--- config.mk ---
export PLATFORM = sky130hd
export DESIGN_NAME = dot_operand_loader
export DESIGN_NICKNAME = d
export VERILOG_FILES = /design/src/rtl/dot_operand_loader.sv
export SDC_FILE = /design/constraint.sdc
export NUM_CORES = 1
export LEC_CHECK = 0
export CORE_UTILIZATION = 30
export CTS_CLUSTER_DIAMETER = 100
export DETAILED_ROUTE_END_ITERATION = 8
export PLACE_DENSITY_LB_ADDON = 0.2
export SLEW_MARGIN = 20
export SYNTH_ARGS = -nofsm -noshare
export SYNTH_HDL_FRONTEND = slang
export SYNTH_SLANG_ARGS = --single-unit
--- constraint.sdc ---
create_clock -name clk -period 2.9 [get_ports clk]
set_clock_uncertainty 0.15 [all_clocks]
set_input_delay 0.58 -clock clk [delete_from_list [all_inputs] [get_ports clk]]
set_output_delay 0.58 -clock clk [all_outputs]
set_load 0.005 [all_outputs]
--- src/rtl/dot_operand_loader.sv ---
// Byte-stream front end for matrix_dot: assembles operands A and B, fires one dot
// product, waits for its done edge (or a watchdog) and offers the result on valid/ready.
module dot_operand_loader #(
  parameter int VEC_LEN = 16,
  parameter int DATA_W  = 8,
  parameter int RES_W   = 16,
  parameter int TIMEOUT = 8191
) (
  input  logic              clk,
  input  logic              rst_n,
  input  logic              in_valid,
  output logic              in_ready,
  input  logic [DATA_W-1:0] in_data,
  output logic [DATA_W-1:0] a_out [0:VEC_LEN-1],
  output logic [DATA_W-1:0] b_out [0:VEC_LEN-1],
  output logic              dot_start,
  input  logic              dot_done,
  input  logic [RES_W-1:0]  dot_c,
  output logic              res_valid,
  input  logic              res_ready,
  output logic [RES_W-1:0]  res_data,
  output logic              res_err,
  output logic              busy
);

  localparam int IW = (VEC_LEN > 1) ? $clog2(VEC_LEN) : 1;
  localparam int WW = $clog2(TIMEOUT + 1);

  localparam logic [2:0] S_LOAD_A = 3'd0;
  localparam logic [2:0] S_LOAD_B = 3'd1;
  localparam logic [2:0] S_FIRE   = 3'd2;
  localparam logic [2:0] S_WAIT   = 3'd3;
  localparam logic [2:0] S_RESULT = 3'd4;

  localparam logic [IW-1:0] IDX_LAST  = IW'(VEC_LEN - 1);
  localparam logic [WW-1:0] WDOG_LAST = WW'(TIMEOUT - 1);
  localparam logic [WW-1:0] WDOG_MAX  = {WW{1'b1}};

  logic [2:0]        state_q, state_d;
  logic [IW-1:0]     idx_q, idx_d;
  logic [WW-1:0]     wdog_q, wdog_d;
  logic              done_q, done_d;
  logic              dot_start_q, dot_start_d;
  logic              res_valid_q, res_valid_d;
  logic [RES_W-1:0]  res_data_q, res_data_d;
  logic              res_err_q, res_err_d;
  logic [DATA_W-1:0] a_q [0:VEC_LEN-1];
  logic [DATA_W-1:0] a_d [0:VEC_LEN-1];
  logic [DATA_W-1:0] b_q [0:VEC_LEN-1];
  logic [DATA_W-1:0] b_d [0:VEC_LEN-1];

  logic accept;
  logic last_byte;
  logic done_edge;
  logic expired;

  assign in_ready  = (state_q == S_LOAD_A) || (state_q == S_LOAD_B);
  assign busy      = !((state_q == S_LOAD_A) && (idx_q == '0));
  assign accept    = in_valid && in_ready;
  assign last_byte = (idx_q == IDX_LAST);
  // dot_done is a level that may linger from a previous run; only a fresh rise counts.
  assign done_edge = dot_done && !done_q;
  assign expired   = (wdog_q == WDOG_LAST);

  always_comb begin
    state_d     = state_q;
    idx_d       = idx_q;
    wdog_d      = wdog_q;
    done_d      = done_q;
    dot_start_d = 1'b0;
    res_valid_d = res_valid_q;
    res_data_d  = res_data_q;
    res_err_d   = res_err_q;
    a_d         = a_q;
    b_d         = b_q;

    case (state_q)
      S_LOAD_A: begin
        if (accept) begin
          a_d[idx_q] = in_data;
          if (last_byte) begin
            idx_d   = '0;
            state_d = S_LOAD_B;
          end else begin
            idx_d = idx_q + IW'(1);
          end
        end
      end
      S_LOAD_B: begin
        if (accept) begin
          b_d[idx_q] = in_data;
          if (last_byte) begin
            idx_d       = '0;
            state_d     = S_FIRE;
            dot_start_d = 1'b1;
          end else begin
            idx_d = idx_q + IW'(1);
          end
        end
      end
      S_FIRE: begin
        wdog_d  = '0;
        done_d  = dot_done;
        state_d = S_WAIT;
      end
      S_WAIT: begin
        done_d = dot_done;
        if (wdog_q != WDOG_MAX) begin
          wdog_d = wdog_q + WW'(1);
        end
        // A real done edge beats a watchdog expiry landing on the same cycle.
        if (done_edge) begin
          res_data_d  = dot_c;
          res_err_d   = 1'b0;
          res_valid_d = 1'b1;
          state_d     = S_RESULT;
        end else if (expired) begin
          res_data_d  = dot_c;
          res_err_d   = 1'b1;
          res_valid_d = 1'b1;
          state_d     = S_RESULT;
        end
      end
      S_RESULT: begin
        if (res_ready) begin
          res_valid_d = 1'b0;
          state_d     = S_LOAD_A;
        end
      end
      default: begin
        state_d = S_LOAD_A;
        idx_d   = '0;
      end
    endcase
  end

  always_ff @(posedge clk or negedge rst_n) begin
    if (!rst_n) begin
      state_q     <= S_LOAD_A;
      idx_q       <= '0;
      wdog_q      <= '0;
      done_q      <= 1'b0;
      dot_start_q <= 1'b0;
      res_valid_q <= 1'b0;
      res_data_q  <= '0;
      res_err_q   <= 1'b0;
      a_q         <= '{default: '0};
      b_q         <= '{default: '0};
    end else begin
      state_q     <= state_d;
      idx_q       <= idx_d;
      wdog_q      <= wdog_d;
      done_q      <= done_d;
      dot_start_q <= dot_start_d;
      res_valid_q <= res_valid_d;
      res_data_q  <= res_data_d;
      res_err_q   <= res_err_d;
      a_q         <= a_d;
      b_q         <= b_d;
    end
  end

  assign a_out     = a_q;
  assign b_out     = b_q;
  assign dot_start = dot_start_q;
  assign res_valid = res_valid_q;
  assign res_data  = res_data_q;
  assign res_err   = res_err_q;

endmodule

## Word level (Yosys, flattened, before mapping)

Cells that the tools add are included.

- Memory bits (read-only): 0
- Bits in latches: 0
- Memories: 0
- Flip-flop bits (word level): 296
- Word-level logic and storage cells: 110
- Output and inout port bits: 277
- Input port bits: 29
- Bits in writable memories: 0

- Bitwise operators: 2
- Multiplexer cells: 27
- Equality and inequality tests: 15
- $add $sub $neg: 2
- Shift operators: 0
- Reductions and logical operators: 22
- Divide/modulo/power cells: 0
- Magnitude comparators: 2
- $mul: 0

Operator list:

| kind | number |
|---|---|
| 128-bit bitwise mux | 2 |
| 8-bit demux with 4-bit select | 1 |
| 16-bit 2-to-1 mux | 2 |
| 13-bit case mux with 2 select lines | 1 |
| 3-bit 2-to-1 mux | 7 |
| 3-bit case mux with 5 select lines | 1 |
| 13-bit by 1-bit adder with 13-bit output, second input constant | 1 |
| 13-bit == test, second input constant | 1 |
| 13-bit 2-to-1 mux | 1 |
| 13-bit != test, second input constant | 1 |
| 2-bit != test, second input constant | 6 |
| 2-bit AND reduction | 5 |
| 4-bit 2-to-1 mux | 2 |
| 8-bit 2-to-1 mux | 1 |
| 4-bit case mux with 2 select lines | 1 |
| 1-bit 2-to-1 mux | 7 |
| 3-bit by 2-bit == test with 1-bit output, second input constant | 2 |
| 6-bit AND reduction | 1 |
| 2-bit nonzero test | 3 |
| 5-bit >= comparator, second input constant | 1 |
| 5-bit by 1-bit less-than comparator with 1-bit output, second input constant | 1 |
| 4-bit inverter with 5-bit output | 1 |
| 4-bit by 1-bit adder with 4-bit output, second input constant | 1 |
| 4-bit == test, second input constant | 1 |
| other kinds (14) | 19 |

## Depth between registers and ports, before layout

Gate-level depths: netlist (run 1).

- Depth in word-level cells: 6
- Depth in mapped cells: 7
- Mapped depth without buffers: 6

## Worst setup path after synthesis (run 1)

No wires, ideal clock.

- Kind: in2reg
- Start point: input port in_valid
- End point: register a_q (netlist bit a_out[64])
- Cell stages on the path: 4
- Data required time: 2.625 ns
- Buffers on the path: 0
- Library setup time: 0.125 ns
- Arrival: 1.898 ns
- Path slack: 0.727 ns
- Path through: or3b_2 -> nor4b_4 -> nand2_2 -> mux2_2

- Longest elaborated chain between the ends: 2

RTL lines:

| element | RTL line | RTL |
|---|---|---|
| start: declaration | 11 | `input logic in_valid,` |
| 1-bit logical AND | 59 | `assign accept = in_valid && in_ready;` |
| 2-bit AND reduction (no line) | -- |  |
| end signal: assignment | 147 | `a_q <= '{default: '0};` |
| end signal: assignment | 158 | `a_q <= a_d;` |
| end: declaration | 47 | `logic [DATA_W-1:0] a_q [0:VEC_LEN-1];` |

Every way passes these cells.
A chain may end at the register's enable or synchronous reset.

## Worst setup path after layout (run 1)

- Start point: register idx_q[0]
- End point: output port busy

- Longest elaborated chain between the ends: 3

RTL lines:

| element | RTL line | RTL |
|---|---|---|
| start: declaration | 40 | `logic [IW-1:0] idx_q, idx_d;` |
| start signal: assignment | 151 | `idx_q <= idx_d;` |
| 4-bit zero test | 58 | `assign busy = !((state_q == S_LOAD_A) && (idx_q == '0));` |
| 1-bit logical AND | 58 |  |
| 1-bit zero test | 58 |  |
| end: declaration | 23 | `output logic busy` |

Every way passes these cells.

==> impl_metrics.xml, run 1 <==
<?xml version="1.0" encoding="UTF-8"?>
<metrics>
  <group name="timing">
    <metric name="final.min_clock_period" unit="ns">2.79</metric>
    <metric name="slew-limit-headroom" unit="%">39.8</metric>
    <metric name="total_neg_setup_slack" unit="ns">0</metric>
    <metric name="number_of_max_slew_violations_in_the_final_report" unit="">0</metric>
    <metric name="fmaxAchievable" unit="MHz">358</metric>
    <metric name="layout_worst_path_cycle_share" unit="%">96.3</metric>
    <metric name="final_hold_viol_count" unit="">0</metric>
    <metric name="final-setup-viol-count" unit="">0</metric>
    <metric name="worstMarginPinSlew" unit="ns">0.903</metric>
    <metric name="grt_setup_unrepaired" unit="">no</metric>
  </group>
  <group name="global_routing">
    <metric name="track_usage" unit="%">17.4</metric>
    <metric name="grt_pass1_wl" unit="um">51500</metric>
    <metric name="grt_remaining_overflow" unit="">0</metric>
    <metric name="grt_pass1_vias" unit="">7993</metric>
    <metric name="grt_max_degree" unit="">60</metric>
    <metric name="antenna_found_initial" unit="">0</metric>
  </group>
  <group name="power">
    <metric name="static-leakage-power" unit="nW">7.58</metric>
    <metric name="finalPower" unit="mW">14.7</metric>
    <metric name="power_density" unit="nW/um^2">885</metric>
    <metric name="power.ir.vdd_worst" unit="uV">443</metric>
  </group>
  <group name="synth">
    <metric name="syn-instance-count" unit="">771</metric>
    <metric name="synth.top_cells.by_area" unit="">dfrtp_1 (63%), mux2_2 (25%), clkbuf_1 (1.2%)</metric>
    <metric name="synth-seq-cells" unit="">296</metric>
    <metric name="combined_area_of_all_synthesized_cells" unit="sq um">11700</metric>
    <metric name="synth_top_area_share" unit="%">63.1</metric>
    <metric name="synth_area_per_cell" unit="sq um">15.2</metric>
    <metric name="ys_seq_area_share" unit="%">63.1</metric>
    <metric name="commonest_cells_in_the_netlist" unit="">dfrtp_1 (296), mux2_2 (265), clkbuf_1 (37)</metric>
    <metric name="synth_async_sr_flop_share" unit="%">100</metric>
    <metric name="synth.distinct_cells" unit="">60</metric>
    <metric name="syn_nets" unit="">806</metric>
    <metric name="synth-edff-count" unit="">0</metric>
    <metric name="synth-warning-count" unit="">0</metric>
    <metric name="synth.largest_area_cell" unit="">dfrtp_1</metric>
    <metric name="synth.most_common_cell" unit="">dfrtp_1</metric>
    <metric name="ys.flop_type" unit="">dfrtp_1</metric>
  </group>
  <group name="placement">
    <metric name="routabilityCongestion" unit="">0.780</metric>
    <metric name="dp_hpwl" unit="um">23200</metric>
    <metric name="post_detailed_placement_cell_area" unit="sq um">15600</metric>
    <metric name="io_buffers" unit="">305</metric>
    <metric name="place.detailed.instances" unit="">1585</metric>
  </group>
  <group name="floorplan">
    <metric name="die_area" unit="sq um">39900</metric>
    <metric name="design.core.area" unit="sq um">38600</metric>
    <metric name="initial_core_util" unit="%">30.4</metric>
    <metric name="rows" unit="">72</metric>
    <metric name="die-height" unit="um">200</metric>
    <metric name="pin_count" unit="">306</metric>
    <metric name="die_x" unit="um">200</metric>
  </group>
  <group name="worst_setup_path">
    <metric name="worst-r2r-setup-slack" unit="ns">0.52</metric>
    <metric name="timing.critical_path.slowest_stage_cell" unit="">clkdlybuf4s50_1</metric>
    <metric name="crit-reg2reg-capture" unit="">res_data[0]</metric>
    <metric name="crit_path_max_incr_delay" unit="ns">0.50</metric>
    <metric name="crit_path_end_kind" unit="">primary output</metric>
    <metric name="critical_path.cell_chain" unit="">inv_1 -&gt; ha_1 -&gt; nand3_1 -&gt; clkdlybuf4s50_1</metric>
    <metric name="crit_path_max_fanout" unit="">7</metric>
    <metric name="worstSetupStartpoint" unit="">idx_q[0]</metric>
    <metric name="worstPathArrival" unit="ns">2.06</metric>
    <metric name="r2r_start" unit="">wdog_q[2]</metric>
    <metric name="setup.worst_path.start_class" unit="">flip-flop</metric>
    <metric name="ff2ff_path_depth" unit="">5</metric>
    <metric name="worst_ep_required_time" unit="ns">2.17</metric>
    <metric name="worstSetupPathType" unit="">reg2out</metric>
  </group>
  <group name="drt">
    <metric name="route.antenna.remaining_nets" unit="">0</metric>
    <metric name="vias" unit="">7603</metric>
    <metric name="post-route-drc-count" unit="">0</metric>
    <metric name="totalWireLength" unit="um">34500</metric>
    <metric name="via_to_cell_ratio" unit="">4.62</metric>
    <metric name="drt-initial-drc-count" unit="">235</metric>
    <metric name="firstDrtPassIters" unit="">5</metric>
    <metric name="route.detailed.wl_per_inst" unit="um">21.0</metric>
  </group>
  <group name="run_status">
    <metric name="run_status" unit="">completed</metric>
  </group>
  <group name="cells_and_area">
    <metric name="finalNonFillerCells" unit="">1644</metric>
    <metric name="post_route_cells_drive_above_1_share" unit="%">34.8</metric>
    <metric name="n_fill_cell" unit="">3570</metric>
    <metric name="nets" unit="">1139</metric>
    <metric name="syn2layout_area_growth" unit="%">41.8</metric>
    <metric name="design_area" unit="sq um">16600</metric>
  </group>
  <group name="clock_network">
    <metric name="tritoncts.num_buffers" unit="">34</metric>
    <metric name="ctsLongestPathBuffers" unit="">3</metric>
    <metric name="insertion_delay" unit="ns">0.51</metric>
    <metric name="ctsHtreeMaxLevel" unit="">2</metric>
    <metric name="cts.reportedPaths.clkPinSlew" unit="ns">0.06</metric>
    <metric name="cts.sink_count" unit="">296</metric>
    <metric name="clock_tree.root_cell" unit="">clkbuf_16</metric>
    <metric name="tritoncts" unit="">yes</metric>
  </group>
  <group name="hold_path">
    <metric name="hold_path.startpoint" unit="">res_valid</metric>
    <metric name="hold_depth" unit="">1</metric>
    <metric name="worstHoldPathType" unit="">reg2reg</metric>
    <metric name="hold_path_endpoint" unit="">res_valid</metric>
  </group>
  <group name="job">
    <metric name="cap_viol_max_count" unit="">0</metric>
  </group>
</metrics>
cell families after synthesis:
family,count (synthesis),synth area share [%]
AOI/OAI and AO/OA,36,2.27
xor gates and xnor gates,1,0.0746
adders and majority gates,6,0.639
buffers and inverters,50,1.81
DFF,296,63.1
muxes,275,26.6
and+or+nand+nor,107,5.51
per-layer routing:
metal	vias up	GRT usage, %	share of wire, %
met5	-	0	0
met4	0	4.33	1.8
met3	41	5.06	6.2
met2	191	28.8	49
met1	3954	22.2	43
li1	3417	-	-
final cells by class:
cell class	instances	area [sq um]	area share, %
Antenna cell	1	2.50	0.0150
Clock buffer	47	981	5.89
Clock inverter	10	81.3	0.488
Inverter	6	22.5	0.135
Multi-Input combinational cell	425	4130	24.8
Sequential cell	296	7410	44.5
Tap cell	518	648	3.89
Timing Repair Buffer	341	3380	20.3
flip-flops by register name (all words and copies together) (netlist names):
register   count
done_q         1
wdog_q        13
a_out        128
b_out        128
dot_start      1
res_valid      1
res_err        1
res_data      16
state_q        3
idx_q          4
timing repair:
item	4_1_cts	5_1_grt
endpoints found under the setup margin	0	1
resized for setup	0	1
endpoints found under the hold margin	51	0
hold buffers	1	0
buffers inserted	0	0
how the worst max path moves through the flow:
stage                     end  slack (ns)  depth (start not counted)
floorplan           a_out[64]        0.73                          4
finish                   busy        0.11                          4
global route             busy        0.02                          4
detailed placement  a_out[42]        0.03                          6
global placement    a_out[35]        0.06                          6
CTS                      busy        0.04                          4
power by group:
group | internal (mW) | switching (mW) | total (mW)
sequential | 5.33 | 0.652 | 5.98
clock | 2.45 | 1.67 | 4.12
combinational | 3.03 | 1.60 | 4.63
total | 10.8 | 3.92 | 14.7
worst max-delay path, delay by kind of cell, from the launching register on:
kind	cells	cell delay (ns)
flip-flops	1	0.46
AND/OR/NAND/NOR	1	0.13
adder cells (fa/ha/maj)	1	0.35
buffers and inverters	2	0.61
layout by cell type, fill, tap and decap left out, drive strengths merged, types with 3 or more instances in the layout:
cell type,count
mux2,273
or4,4
and2,3
o211ai,6
inv,7
nand4,9
o31ai,5
nand3,15
nor2b,6
nor2,12
ha,6
nand2b,4
nor3,3
o21ai,7
clkdlybuf4s50,301
a21o,3
dfrtp,296
nand2,32
and3,3
buf,39
a21oi,3
clkbuf,47
clkinv,7
stage by stage:
step | setup WS (ns) | hold slack [ns] | util [%]
after floorplan | 0.727 | 0.134 | -
after global placement | 0.0597 | 0.321 | 40.3
after detailed placement | 0.0313 | 0.331 | 40.3
after CTS | 0.0414 | 0.344 | 43.1
after global routing | 0.0236 | 0.356 | 43.1
final | 0.107 | 0.338 | 43.1
(Power assumes the default switching activity.)
==> inputs of run 2 (changes only) <==
--- a/constraint.sdc
+++ b/constraint.sdc
@@ -4,2 +4,2 @@
 set_output_delay 0.58 -clock clk [all_outputs]
-set_load 0.005 [all_outputs]
+set_load 0.01 [all_outputs]
==> run 2 against run 1 <==
- sequential cell count did not move
- final cell count rose by 0.55%
- critical path depth did not move
- worst hold slack got worse by 0.0087 ns
- first-iteration DRC count fell by 5.5%
- die area did not move
- critical path type unchanged
- largest power group unchanged
==> impl_metrics.xml, run 2 (synthesis results as in run 1) <==
<?xml version="1.0" encoding="UTF-8"?>
<metrics>
  <group name="run_status">
    <metric name="run_status" unit="">completed</metric>
  </group>
  <group name="floorplan">
    <metric name="rows" unit="">72</metric>
    <metric name="die_x" unit="um">200</metric>
    <metric name="die-height" unit="um">200</metric>
    <metric name="design.core.area" unit="sq um">38600</metric>
    <metric name="die_area" unit="sq um">39900</metric>
    <metric name="initial_core_util" unit="%">30.4</metric>
    <metric name="pin_count" unit="">306</metric>
  </group>
  <group name="timing">
    <metric name="worstMarginPinSlew" unit="ns">0.887</metric>
    <metric name="grt_setup_unrepaired" unit="">no</metric>
    <metric name="slew-limit-headroom" unit="%">40.9</metric>
    <metric name="final_hold_viol_count" unit="">0</metric>
    <metric name="final-setup-viol-count" unit="">0</metric>
    <metric name="final.min_clock_period" unit="ns">2.75</metric>
    <metric name="number_of_max_slew_violations_in_the_final_report" unit="">0</metric>
    <metric name="total_neg_setup_slack" unit="ns">0</metric>
    <metric name="layout_worst_path_cycle_share" unit="%">94.8</metric>
    <metric name="fmaxAchievable" unit="MHz">364</metric>
    <metric name="final.hold.worst_slack" unit="ns">0.329</metric>
  </group>
  <group name="global_routing">
    <metric name="grt_remaining_overflow" unit="">0</metric>
    <metric name="grt_pass1_vias" unit="">7936</metric>
    <metric name="grt_pass1_wl" unit="um">51800</metric>
    <metric name="grt_max_degree" unit="">62</metric>
    <metric name="antenna_found_initial" unit="">0</metric>
    <metric name="track_usage" unit="%">17.6</metric>
  </group>
  <group name="worst_setup_path">
    <metric name="crit_path_end_kind" unit="">primary output</metric>
    <metric name="worstSetupPathType" unit="">reg2out</metric>
    <metric name="crit_path_max_fanout" unit="">7</metric>
    <metric name="worstSetupStartpoint" unit="">idx_q[0]</metric>
    <metric name="worstPathArrival" unit="ns">2.02</metric>
    <metric name="critical_path.endpoint" unit="">busy</metric>
    <metric name="ff2ff_path_depth" unit="">5</metric>
    <metric name="worst-r2r-setup-slack" unit="ns">0.55</metric>
    <metric name="crit-reg2reg-capture" unit="">a_out[58]</metric>
    <metric name="r2r_start" unit="">state_q[1]</metric>
    <metric name="setup.worst_path.start_class" unit="">flip-flop</metric>
    <metric name="worst_ep_required_time" unit="ns">2.17</metric>
  </group>
  <group name="clock_network">
    <metric name="ctsHtreeMaxLevel" unit="">2</metric>
    <metric name="postCtsSetupRepairBufs" unit="">0</metric>
    <metric name="cts.sink_count" unit="">296</metric>
    <metric name="insertion_delay" unit="ns">0.53</metric>
    <metric name="tritoncts" unit="">yes</metric>
    <metric name="ctsLongestPathBuffers" unit="">3</metric>
    <metric name="tritoncts.num_buffers" unit="">36</metric>
    <metric name="clock_tree.root_cell" unit="">clkbuf_16</metric>
    <metric name="cts.reportedPaths.clkPinSlew" unit="ns">0.05</metric>
  </group>
  <group name="cells_and_area">
    <metric name="post_route_cells_drive_above_1_share" unit="%">35.0</metric>
    <metric name="design_area" unit="sq um">16800</metric>
    <metric name="nets" unit="">1147</metric>
    <metric name="layout_commonest_cell" unit="">clkdlybuf4s50_1</metric>
    <metric name="mostFrequentLayoutCells" unit="">clkdlybuf4s50_1 (301), dfrtp_1 (296), mux2_2 (265)</metric>
    <metric name="syn2layout_area_growth" unit="%">42.9</metric>
    <metric name="finalNonFillerCells" unit="">1653</metric>
    <metric name="antenna-diode-count" unit="">0</metric>
  </group>
  <group name="power">
    <metric name="relative_contribution_of_combinational_cells_to_total_power" unit="%">32.6</metric>
    <metric name="power_density" unit="nW/um^2">926</metric>
    <metric name="switching_power" unit="mW">4.40</metric>
    <metric name="finalPower" unit="mW">15.5</metric>
    <metric name="power.ir.vdd_worst" unit="uV">520</metric>
    <metric name="power_switching_share" unit="%">28.3</metric>
    <metric name="static-leakage-power" unit="nW">7.65</metric>
    <metric name="clk_pwr_share" unit="%">28.7</metric>
    <metric name="seq_power_share" unit="%">38.6</metric>
    <metric name="cell_internal_pwr" unit="mW">11.1</metric>
  </group>
  <group name="placement">
    <metric name="routabilityCongestion" unit="">0.762</metric>
    <metric name="place.detailed.instances" unit="">1591</metric>
    <metric name="io_buffers" unit="">305</metric>
    <metric name="post_detailed_placement_cell_area" unit="sq um">15600</metric>
    <metric name="dp_hpwl" unit="um">23200</metric>
  </group>
  <group name="drt">
    <metric name="firstDrtPassIters" unit="">4</metric>
    <metric name="post-route-drc-count" unit="">0</metric>
    <metric name="via_to_cell_ratio" unit="">4.66</metric>
    <metric name="route.antenna.remaining_nets" unit="">0</metric>
    <metric name="totalWireLength" unit="um">34500</metric>
    <metric name="drt-initial-drc-count" unit="">222</metric>
    <metric name="vias" unit="">7697</metric>
    <metric name="route.detailed.wl_per_inst" unit="um">20.9</metric>
  </group>
  <group name="hold_path">
    <metric name="hold_depth" unit="">1</metric>
    <metric name="worstHoldPathType" unit="">reg2reg</metric>
  </group>
  <group name="job">
    <metric name="cap_viol_max_count" unit="">0</metric>
  </group>
</metrics>
## run 2: changes by cell type in the layout (fill, tap and decap cells not counted), sizes merged
cell | before | now
inv | 7 | 8
clkinv | 7 | 3
buf | 39 | 45
clkbuf | 47 | 53
clkinvlp | 1 | 0
diode | 1 | 0
bufinv | 1 | 3
## run 2: worst min-delay path by stage
stage / from / endpoint
4_1_cts: res_valid / res_valid
5_1_grt: res_valid / res_valid
6_report: res_valid / res_valid
3_5_place_dp: res_valid / res_valid
3_3_place_gp: res_valid / res_valid
2_1_floorplan: rst_n / a_out[0]
## run 2: routing by layer
metal,track usage [%],part of all wire (%),up-vias
met5,0,0,-
met4,5.74,2.2,0
met3,5.49,6.5,48
met2,29.0,50,195
met1,21.8,42,4015
li1,-,-,3439
## run 2: critical path, stage by stage, from the launching register on
cell             delay [ns]
dfrtp_1                0.46
inv_1                  0.10
ha_2                   0.26
nand3_1                0.09
clkdlybuf4s50_1        0.58
## run 2: area by class of cell
class / instances / area (sq um)
clock inverter: 8 / 123
clock buffer: 53 / 1050
fill: 3559 / 21900
tap: 518 / 648
timing repair buffer: 347 / 3400
inverter: 6 / 22.5
multi-input combinational: 425 / 4130
sequential: 296 / 7410
## run 2: power by group through the flow
stage | clock [mW] | combinational (mW) | sequential (mW)
after floorplan | 0 | 1.49 | 6.52
after global placement | 0 | 5.13 | 6.04
after detailed placement | 0 | 5.15 | 6.07
after CTS | 4.62 | 5.18 | 6.02
after global routing | 4.79 | 5.42 | 6.16
final | 4.46 | 5.07 | 6.00
## run 2: stage by stage
stage / setup WS [ns] / util, %
floorplan: 0.727 / -
global placement: 0.111 / 40.3
detailed placement: 0.0657 / 40.3
CTS: 0.0829 / 43.4
global route: 0.0577 / 43.4
finish: 0.150 / 43.4
## run 2: timing repair
item                                    in CTS  in global routing
hold endpoints to repair                    52                  0
hold buffers                                 1                  0
endpoints found under the setup margin       1                  0
gates resized for setup                      1                  0
==> inputs of run 3 (changes only) <==
CORE_ASPECT_RATIO = 0.75   (was unset)
==> run 3 against run 2 <==
- sequential power up 0.7%
- non-clock buffer count up 1
- register-to-register slack worse by 0.07 ns
- sequential cell count unchanged
- die area about the same
- wire length down 0.81%
- critical endpoint unchanged
==> impl_metrics.xml, run 3 (synthesis results as in run 1) <==
<?xml version="1.0" encoding="UTF-8"?>
<metrics>
  <group name="cells_and_area">
    <metric name="seqCellArea" unit="sq um">7410</metric>
    <metric name="n_fill_cell" unit="">3552</metric>
    <metric name="mostFrequentLayoutCells" unit="">dfrtp_1 (296), clkdlybuf4s50_1 (296), mux2_2 (265)</metric>
    <metric name="nets" unit="">1143</metric>
    <metric name="finalNonFillerCells" unit="">1637</metric>
    <metric name="post_route_cells_drive_above_1_share" unit="%">35.4</metric>
    <metric name="multi_input_area" unit="sq um">4130</metric>
    <metric name="syn2layout_area_growth" unit="%">41.3</metric>
    <metric name="antenna-diode-count" unit="">0</metric>
  </group>
  <group name="floorplan">
    <metric name="design.core.area" unit="sq um">38400</metric>
    <metric name="rows" unit="">62</metric>
    <metric name="pin_count" unit="">306</metric>
    <metric name="die-height" unit="um">173</metric>
    <metric name="die_x" unit="um">230</metric>
    <metric name="initial_core_util" unit="%">30.6</metric>
    <metric name="die_area" unit="sq um">39900</metric>
  </group>
  <group name="timing">
    <metric name="number_of_max_slew_violations_in_the_final_report" unit="">0</metric>
    <metric name="final.min_clock_period" unit="ns">2.78</metric>
    <metric name="layout_worst_path_cycle_share" unit="%">96.0</metric>
    <metric name="final_hold_viol_count" unit="">0</metric>
    <metric name="total_neg_setup_slack" unit="ns">0</metric>
    <metric name="final.hold.worst_slack" unit="ns">0.336</metric>
    <metric name="worstMarginPinSlew" unit="ns">0.924</metric>
    <metric name="final-setup-viol-count" unit="">0</metric>
    <metric name="slew-limit-headroom" unit="%">38.4</metric>
    <metric name="fmaxAchievable" unit="MHz">359</metric>
    <metric name="grt_setup_unrepaired" unit="">no</metric>
  </group>
  <group name="placement">
    <metric name="dp_hpwl" unit="um">23300</metric>
    <metric name="io_buffers" unit="">305</metric>
    <metric name="routabilityCongestion" unit="">0.755</metric>
    <metric name="place.detailed.instances" unit="">1586</metric>
  </group>
  <group name="power">
    <metric name="power_density" unit="nW/um^2">901</metric>
    <metric name="power.ir.vdd_worst" unit="uV">427</metric>
    <metric name="finalPower" unit="mW">15.0</metric>
    <metric name="static-leakage-power" unit="nW">7.56</metric>
  </group>
  <group name="worst_setup_path">
    <metric name="setup.worst_path.start_class" unit="">flip-flop</metric>
    <metric name="ff2ff_path_depth" unit="">4</metric>
    <metric name="worst_ep_required_time" unit="ns">2.17</metric>
    <metric name="crit_path_max_fanout" unit="">10</metric>
    <metric name="worstSetupPathType" unit="">reg2out</metric>
    <metric name="crit_path_end_kind" unit="">primary output</metric>
    <metric name="worstPathArrival" unit="ns">2.05</metric>
  </group>
  <group name="drt">
    <metric name="vias" unit="">7593</metric>
    <metric name="route.antenna.remaining_nets" unit="">0</metric>
    <metric name="firstDrtPassIters" unit="">4</metric>
    <metric name="via_to_cell_ratio" unit="">4.64</metric>
    <metric name="route.detailed.wl_per_inst" unit="um">20.9</metric>
    <metric name="drt-initial-drc-count" unit="">382</metric>
    <metric name="totalWireLength" unit="um">34300</metric>
    <metric name="post-route-drc-count" unit="">0</metric>
  </group>
  <group name="clock_network">
    <metric name="clock_tree.root_cell" unit="">clkbuf_16</metric>
    <metric name="cts.sink_count" unit="">296</metric>
    <metric name="tritoncts.num_buffers" unit="">31</metric>
    <metric name="cts.reportedPaths.clkPinSlew" unit="ns">0.06</metric>
    <metric name="ctsLongestPathBuffers" unit="">3</metric>
    <metric name="ctsHtreeMaxLevel" unit="">1</metric>
    <metric name="insertion_delay" unit="ns">0.57</metric>
    <metric name="tritoncts" unit="">yes</metric>
  </group>
  <group name="global_routing">
    <metric name="grt_pass1_wl" unit="um">51500</metric>
    <metric name="grt_max_degree" unit="">72</metric>
    <metric name="track_usage" unit="%">17.0</metric>
    <metric name="grt_remaining_overflow" unit="">0</metric>
    <metric name="grt_pass1_vias" unit="">7765</metric>
    <metric name="antenna_found_initial" unit="">1</metric>
  </group>
  <group name="run_status">
    <metric name="run_status" unit="">completed</metric>
  </group>
  <group name="hold_path">
    <metric name="hold_depth" unit="">1</metric>
    <metric name="worstHoldPathType" unit="">reg2reg</metric>
  </group>
  <group name="job">
    <metric name="cap_viol_max_count" unit="">0</metric>
  </group>
</metrics>
[run 3: changes by cell type in the layout (fill, tap and decap cells not counted), sizes merged]
cell,before,now
clkbuf,53,42
buf,45,51
clkdlybuf4s50,301,296
clkinvlp,0,3
bufinv,3,1
inv,8,7
[run 3: area by class of cell]
class | instances | area share [%]
Clock buffer | 42 | 5.41
Clock inverter | 8 | 0.460
Inverter | 6 | 0.136
Multi-Input combinational cell | 425 | 24.9
Sequential cell | 296 | 44.6
Tap cell | 512 | 3.86
Timing Repair Buffer | 348 | 20.6
[run 3: what timing repair did]
item / in CTS / in global routing
hold buffers: 1 / 0
resized for setup: 0 / 0
endpoints found under the setup margin: 0 / 0
buffers inserted: 0 / 0
hold endpoints to repair: 62 / 0
[run 3: power breakdown]
part	leakage, nW	internal [mW]	switching, mW	total, mW
registers	3.92	5.33	0.710	6.04
clock network	0.474	2.22	1.67	3.89
logic	3.16	3.06	1.96	5.02
[run 3: worst paths after layout]
kind                                 start         to  slack, ns
max in group asynchronous            rst_n   b_out[9]       1.30
worst max register to register  state_q[1]  a_out[61]       0.48
min in group asynchronous            rst_n  a_out[49]       0.46
worst min register to register   res_valid  res_valid       0.34
worst max-delay path            state_q[0]       busy       0.12
worst min-delay path             res_valid  res_valid       0.34
[run 3: worst max-delay path: stages, from the launching register on]
cell             delay, ns
dfrtp_1               0.51
nor3_1                0.33
nand3_1               0.12
clkdlybuf4s50_1       0.53
[run 3: per-layer routing]
layer / wire length (um) / track usage (%) / vias up
li1: - / - / 3427
met1: 15600 / 23.0 / 3964
met2: 15700 / 26.7 / 168
met3: 2420 / 5.41 / 34
met4: 522 / 3.09 / 0
met5: 0 / 0 / -
[run 3: stage by stage]
stage | setup WS (ns) | utilization [%] | area (sq um)
6_report | 0.115 | 43.2 | 16600
5_1_grt | 0.0343 | 43.2 | 16600
4_1_cts | 0.0621 | 43.2 | 16600
3_5_place_dp | -0.0505 | 40.6 | 15600
3_3_place_gp | -0.0653 | 40.6 | 15600
2_1_floorplan | 0.727 | - | 11700
